===== config.mk =====
export PLATFORM = sky130hd
export DESIGN_NAME = grid_paint_ctrl
export DESIGN_NICKNAME = d
export VERILOG_FILES = /design/src/rtl/grid_pkg.sv /design/src/rtl/btn_edge.sv /design/src/rtl/grid_paint_ctrl.sv
export SDC_FILE = /design/constraint.sdc
export NUM_CORES = 1
export LEC_CHECK = 0
export CORE_ASPECT_RATIO = 1.5
export CORE_UTILIZATION = 69
export CTS_CLUSTER_DIAMETER = 80
export DETAILED_ROUTE_END_ITERATION = 7
export DONT_BUFFER_PORTS = 1
export GPL_TIMING_DRIVEN = 0
export PLACE_DENSITY_LB_ADDON = 0.3
export RECOVER_POWER = 100
export SYNTH_ARGS = -nofsm -noshare
export SYNTH_HDL_FRONTEND = slang
export SYNTH_SLANG_ARGS = --single-unit

===== constraint.sdc =====
create_clock -name CLK -period 7.3 [get_ports CLK]
set_clock_uncertainty 0.15 [all_clocks]
set_input_delay 1.46 -clock CLK [delete_from_list [all_inputs] [get_ports CLK]]
set_output_delay 1.46 -clock CLK [all_outputs]
set_load 0.01 [all_outputs]

===== src/rtl/grid_pkg.sv =====
// Shared constants, state encoding and cell-address helper for the cursor-paint grid controller.
package grid_pkg;

  localparam int COLS   = 96;
  localparam int ROWS   = 54;
  localparam int ADDR_W = 13;
  localparam int CNT_W  = 13;
  localparam int CELLS  = COLS * ROWS;
  localparam int ROW_W  = 6;
  localparam int COL_W  = 7;

  typedef enum logic [2:0] {
    ST_CLEAR,
    ST_P_RD,
    ST_P_CHK,
    ST_P_WR,
    ST_IDLE
  } ctrl_state_t;

  // Row-major cell index; the multiply is by a constant so it reduces to shifts and adds.
  function automatic logic [ADDR_W-1:0] cell_index(input logic [ROW_W-1:0] row,
                                                   input logic [COL_W-1:0] col);
    return ADDR_W'(row) * ADDR_W'(COLS) + ADDR_W'(col);
  endfunction

endpackage


===== src/rtl/btn_edge.sv =====
// Registers a synchronized button level and flags its rising edge for one cycle.
module btn_edge (
  input  logic CLK,
  input  logic RESET,
  input  logic level,
  output logic pulse
);

  logic level_q;

  always_ff @(posedge CLK or posedge RESET) begin
    if (RESET) level_q <= 1'b0;
    else       level_q <= level;
  end

  assign pulse = level & ~level_q;

endmodule


===== src/rtl/grid_paint_ctrl.sv =====
// Cursor-paint sequencer: button moves, read-modify-write paint, clear sweep, and
// scanner-priority sharing of the single-port cell RAM.
//
// state    | meaning
// ST_CLEAR | writing 0 at sweep_addr, one cell per cycle
// ST_P_RD  | issuing read of the cell under the cursor
// ST_P_CHK | inspecting read data; already set -> done, else paint
// ST_P_WR  | writing 1 under the cursor and counting it
// ST_IDLE  | waiting for a button edge, no RAM access
module grid_paint_ctrl
  import grid_pkg::*;
(
  input  logic              CLK,
  input  logic              RESET,
  input  logic              btn_right,
  input  logic              btn_up,
  input  logic              btn_down,
  input  logic              btn_clear,
  input  logic              disp_req,
  input  logic [ADDR_W-1:0] disp_addr,
  output logic              disp_gnt,
  output logic              disp_vld,
  output logic              disp_data,
  output logic              mem_en,
  output logic              mem_we,
  output logic [ADDR_W-1:0] mem_addr,
  output logic              mem_wdata,
  input  logic              mem_rdata,
  output logic [ROW_W-1:0]  cur_row,
  output logic [COL_W-1:0]  cur_col,
  output logic [CNT_W-1:0]  cell_count,
  output logic              busy
);

  ctrl_state_t       state;
  logic [ADDR_W-1:0] sweep_addr;
  logic [ADDR_W-1:0] cell_addr;
  logic              right_edge;
  logic              up_edge;
  logic              down_edge;
  logic              clear_edge;
  logic [COL_W-1:0]  col_inc;
  logic [ROW_W-1:0]  row_inc;
  logic [ROW_W-1:0]  row_dec;

  btn_edge u_edge_right (.CLK(CLK), .RESET(RESET), .level(btn_right), .pulse(right_edge));
  btn_edge u_edge_up    (.CLK(CLK), .RESET(RESET), .level(btn_up),    .pulse(up_edge));
  btn_edge u_edge_down  (.CLK(CLK), .RESET(RESET), .level(btn_down),  .pulse(down_edge));
  btn_edge u_edge_clear (.CLK(CLK), .RESET(RESET), .level(btn_clear), .pulse(clear_edge));

  assign cell_addr = cell_index(cur_row, cur_col);
  assign col_inc   = (cur_col == COL_W'(COLS - 1)) ? '0 : cur_col + 1'b1;
  assign row_inc   = (cur_row == ROW_W'(ROWS - 1)) ? '0 : cur_row + 1'b1;
  assign row_dec   = (cur_row == '0) ? ROW_W'(ROWS - 1) : cur_row - 1'b1;

  assign disp_gnt  = disp_req;
  assign disp_data = mem_rdata;
  assign busy      = (state != ST_IDLE);

  always_ff @(posedge CLK or posedge RESET) begin
    if (RESET) begin
      state      <= ST_CLEAR;
      sweep_addr <= '0;
      cur_row    <= '0;
      cur_col    <= '0;
      cell_count <= '0;
      disp_vld   <= 1'b0;
    end else begin
      disp_vld <= disp_req;
      if (disp_req) begin
        // The scanner read lands on mem_rdata next cycle, so a pending check must re-read.
        if (state == ST_P_CHK) state <= ST_P_RD;
      end else begin
        case (state)
          ST_CLEAR: begin
            if (sweep_addr == ADDR_W'(CELLS - 1)) begin
              sweep_addr <= '0;
              cell_count <= '0;
              state      <= ST_P_RD;
            end else begin
              sweep_addr <= sweep_addr + 1'b1;
            end
          end
          ST_P_RD:  state <= ST_P_CHK;
          ST_P_CHK: state <= mem_rdata ? ST_IDLE : ST_P_WR;
          ST_P_WR: begin
            cell_count <= cell_count + 1'b1;
            state      <= ST_IDLE;
          end
          ST_IDLE: begin
            if (clear_edge) begin
              sweep_addr <= '0;
              state      <= ST_CLEAR;
            end else if (right_edge) begin
              cur_col <= col_inc;
              state   <= ST_P_RD;
            end else if (up_edge) begin
              cur_row <= row_inc;
              state   <= ST_P_RD;
            end else if (down_edge) begin
              cur_row <= row_dec;
              state   <= ST_P_RD;
            end
          end
          default: state <= ST_IDLE;
        endcase
      end
    end
  end

  always_comb begin
    mem_en    = 1'b0;
    mem_we    = 1'b0;
    mem_addr  = cell_addr;
    mem_wdata = 1'b0;
    if (disp_req) begin
      mem_en   = 1'b1;
      mem_addr = disp_addr;
    end else begin
      case (state)
        ST_CLEAR: begin
          mem_en   = 1'b1;
          mem_we   = 1'b1;
          mem_addr = sweep_addr;
        end
        ST_P_RD: mem_en = 1'b1;
        ST_P_WR: begin
          mem_en    = 1'b1;
          mem_we    = 1'b1;
          mem_wdata = 1'b1;
        end
        default: ;
      endcase
    end
  end

endmodule

==> impl_metrics.tcl <==
set metrics [dict create \
    crit_top_cell "clkbuf_1" \
    cp.arrival_ps 3240 \
    synthesis.nets 403 \
    cts_sinks 47 \
    synth_mux_area_frac 0.01310 \
    hp-start "cell_count[12]$_DFFE_PP0P_" \
    hold_viol 0 \
    post_cts_buffers 0 \
    grt_pass1_vias 2686 \
    drv_cap 1 \
    route.vias.total 2754 \
    cts_made_buffers 5 \
    nets 411 \
    yosysSeqAreaShare 0.3730 \
    cts_root_buffer "clkbuf_8" \
    syn2layout_area_growth_pct 3.571 \
    synth_compound_area_frac 0.1722 \
    synth_flop_cell "dfrtp_1" \
    met3_usage 0.07396 \
    die_area_um2 4850 \
    finalMaxSlewViolations 39 \
    relSlewSlack -0.3933 \
    use_met2 0.6021 \
    clkTransAtPathRegs_ps 90 \
    rsz0062_at_grt "no" \
    worst_r2r_startpoint "state[0]$_DFFE_PP0P_" \
    start_kind "input port" \
    crit_fanout 10 \
    setup_violations 0 \
    required_ps 5690 \
    worst_pin_slew_ps 2090 \
    synth_top_family_by_area "simple AND/OR/NAND/NOR gates" \
    synth.distinct_cells 52 \
    synthXorXnorAreaFrac 0.06944 \
    vias_per_cell 6.668 \
    fmax_ghz 0.2061 \
    grt_usage 0.3250 \
    dp_cells 405 \
    power_leakage_nw 1.497 \
    async_flop_share 1.000 \
    setup.worst_path.class "in -> out" \
    rows 29 \
    core_um2 4318 \
    synth_edf_count 0 \
    synth_seq_cells 47 \
    start_util 0.7302 \
    top_usage_layer "met2" \
    cts_buffer_depth 2 \
    clkLatencyLatePin_ps 310 \
    yosys_warnings 0 \
    detail_route.wl_per_cell_um 17.77 \
    timing.final.crit_share 0.6648 \
    avgSynthCellArea_um2 8.807 \
    crit_chain "clkbuf_1, nor4_1, clkbuf_1, a222oi_1, inv_1" \
    violations "design-rule violations, max-capacitance violations, max-slew violations" \
    startpoint "disp_req" \
    tns_ps 0 \
    ir_drop_uv 227.8 \
    ioPinCount 67 \
    status "finished with violations" \
    netlist_area_um2 3153 \
    dpl.hpwl_mm 5.616 \
    drive_gt1_frac 0.04087 \
    max_stage_delay_ps 800 \
    crit_family "buffers and inverters" \
    grt_overflow 0 \
    holdPathEnd "cell_count[12]$_DFFE_PP0P_" \
    drt-initial-drc-count 221 \
    cts_max_level 2 \
    final_common_cell "dfrtp_1" \
    die_height_um 84.79 \
    cts.repair.resized 0 \
    grt_max_degree 39 \
    syn_inst 358 \
    crit_path_end_kind "output pin" \
    holdCritPathClass "reg -> reg" \
    cts_tree "built" \
    min_path_cells 1 \
    antennaDiodeCount 0 \
    use_met1 0.3472 \
    ff2ff_path_depth 5 \
    min_period_ps 4853 \
    dr.pass1.iters 8 \
    crit_buf_inv 3 \
    hold_buffers 0 \
    synthAdderAreaFrac 0.1000 \
    drt-total-wl_mm 7.341 \
    grt_pass1_wl_mm 12.19 \
    die_w_um 57.20 \
    power_density_nw_per_um2 327.4 \
    antenna_found_initial 0 \
    cp_slowest_cell "nor4_1" \
    final_cell_mix "47 x dfrtp_1, 34 x o21ai_0, 33 x nor2_1, 31 x nand2_1, 26 x inv_1" \
    port_buffers 0 \
    fin_util 0.7563 \
    globalplace.congestion 0.9230 \
    regToRegSetupSlack_ps 4690 \
    reg2reg_to "cur_col[3]$_DFFE_PP0P_" \
    synthSimpleGateAreaFrac 0.2234 \
    instances_no_fill 413 \
    drc 4 \
    ant_nets 0 \
]
## report_power, final
| group | switching (W) | leakage [nW] | internal (W) |
|---|---|---|---|
| logic | 0.000298 | 0.826 | 0.000193 |
| clock network | 0.0000950 | 0.0483 | 0.0000676 |
| registers | 0.000105 | 0.623 | 0.000311 |
## area by class of cell
cell class / count / area [um2]
buffer: 11 / 41.29
fill: 329 / 1052
clock buffer: 5 / 68.82
tap: 46 / 57.56
sequential: 47 / 1176
timing repair buffer: 1 / 3.754
clock inverter: 3 / 18.77
multi-input combinational: 273 / 1798
inverter: 27 / 101.3
## state kept, by name (all words and copies together) (netlist names)
register	flops
state	3
u_edge_up.level_q	1
cur_row	6
disp_vld	1
cur_col	7
u_edge_clear.level_q	1
sweep_addr	13
cell_count	13
u_edge_down.level_q	1
u_edge_right.level_q	1
## how the worst max path moves through the flow
stage | end | slack [ps] | cells after the start
2_1_floorplan | mem_addr[10] | 2980 | 5
3_3_place_gp | mem_addr[7] | 2500 | 5
3_5_place_dp | mem_addr[5] | 2480 | 5
4_1_cts | mem_addr[5] | 2470 | 5
5_1_grt | mem_addr[5] | 2350 | 5
6_report | mem_addr[5] | 2450 | 5
## cell usage after synthesis (all sizes together), types with 2 or more instances
cell type / instances / area [um2]
a21o: 3 / 22.52
a21oi: 13 / 65.06
a221oi: 2 / 17.52
a222oi: 8 / 80.08
a22oi: 4 / 30.03
a31oi: 2 / 12.51
and2: 3 / 18.77
and3: 5 / 31.28
buf: 3 / 22.52
clkbuf: 8 / 30.03
dfrtp: 47 / 1176
fa: 2 / 40.04
ha: 22 / 275.3
inv: 26 / 97.59
mux2i: 3 / 30.03
nand2: 31 / 116.4
nand2b: 6 / 37.54
nand3: 22 / 110.1
nand4: 10 / 62.56
nor2: 35 / 141.4
nor2b: 3 / 18.77
nor3: 6 / 40.04
nor3b: 2 / 15.01
nor4: 4 / 40.04
o21ai: 34 / 170.2
o22ai: 4 / 25.02
o31ai: 4 / 30.03
or2: 2 / 12.51
or3: 2 / 12.51
xnor2: 9 / 78.83
xor2: 16 / 140.1
## through the flow
| stage | setup slack (ps) | power [W] | area [um2] | hold slack (ps) |
|---|---|---|---|---|
| after floorplan | 2985 | 0.0007858 | 3153 | 356.8 |
| after detailed placement | 2483 | 0.0009050 | 3231 | 395.0 |
| after global placement | 2500 | 0.0008836 | 3211 | 380.7 |
| after global routing | 2350 | 0.001148 | 3266 | 432.2 |
| final | 2447 | 0.001069 | 3266 | 401.1 |
| after CTS | 2474 | 0.001068 | 3318 | 407.4 |
## routing by layer
metal	wire (um)	share of wire
met1	2569	0.35
met2	4110	0.56
met3	506	0.069
met4	155	0.021
met5	0	0
## cells by family after synthesis
group / Yosys count
and+or+nand+nor: 136
AOI/OAI and AO/OA: 84
DFF: 47
buffers and inverters: 38
xor gates and xnor gates: 25
adders and majority gates: 24
muxes: 4
Power figures use the tool's default switching activity.
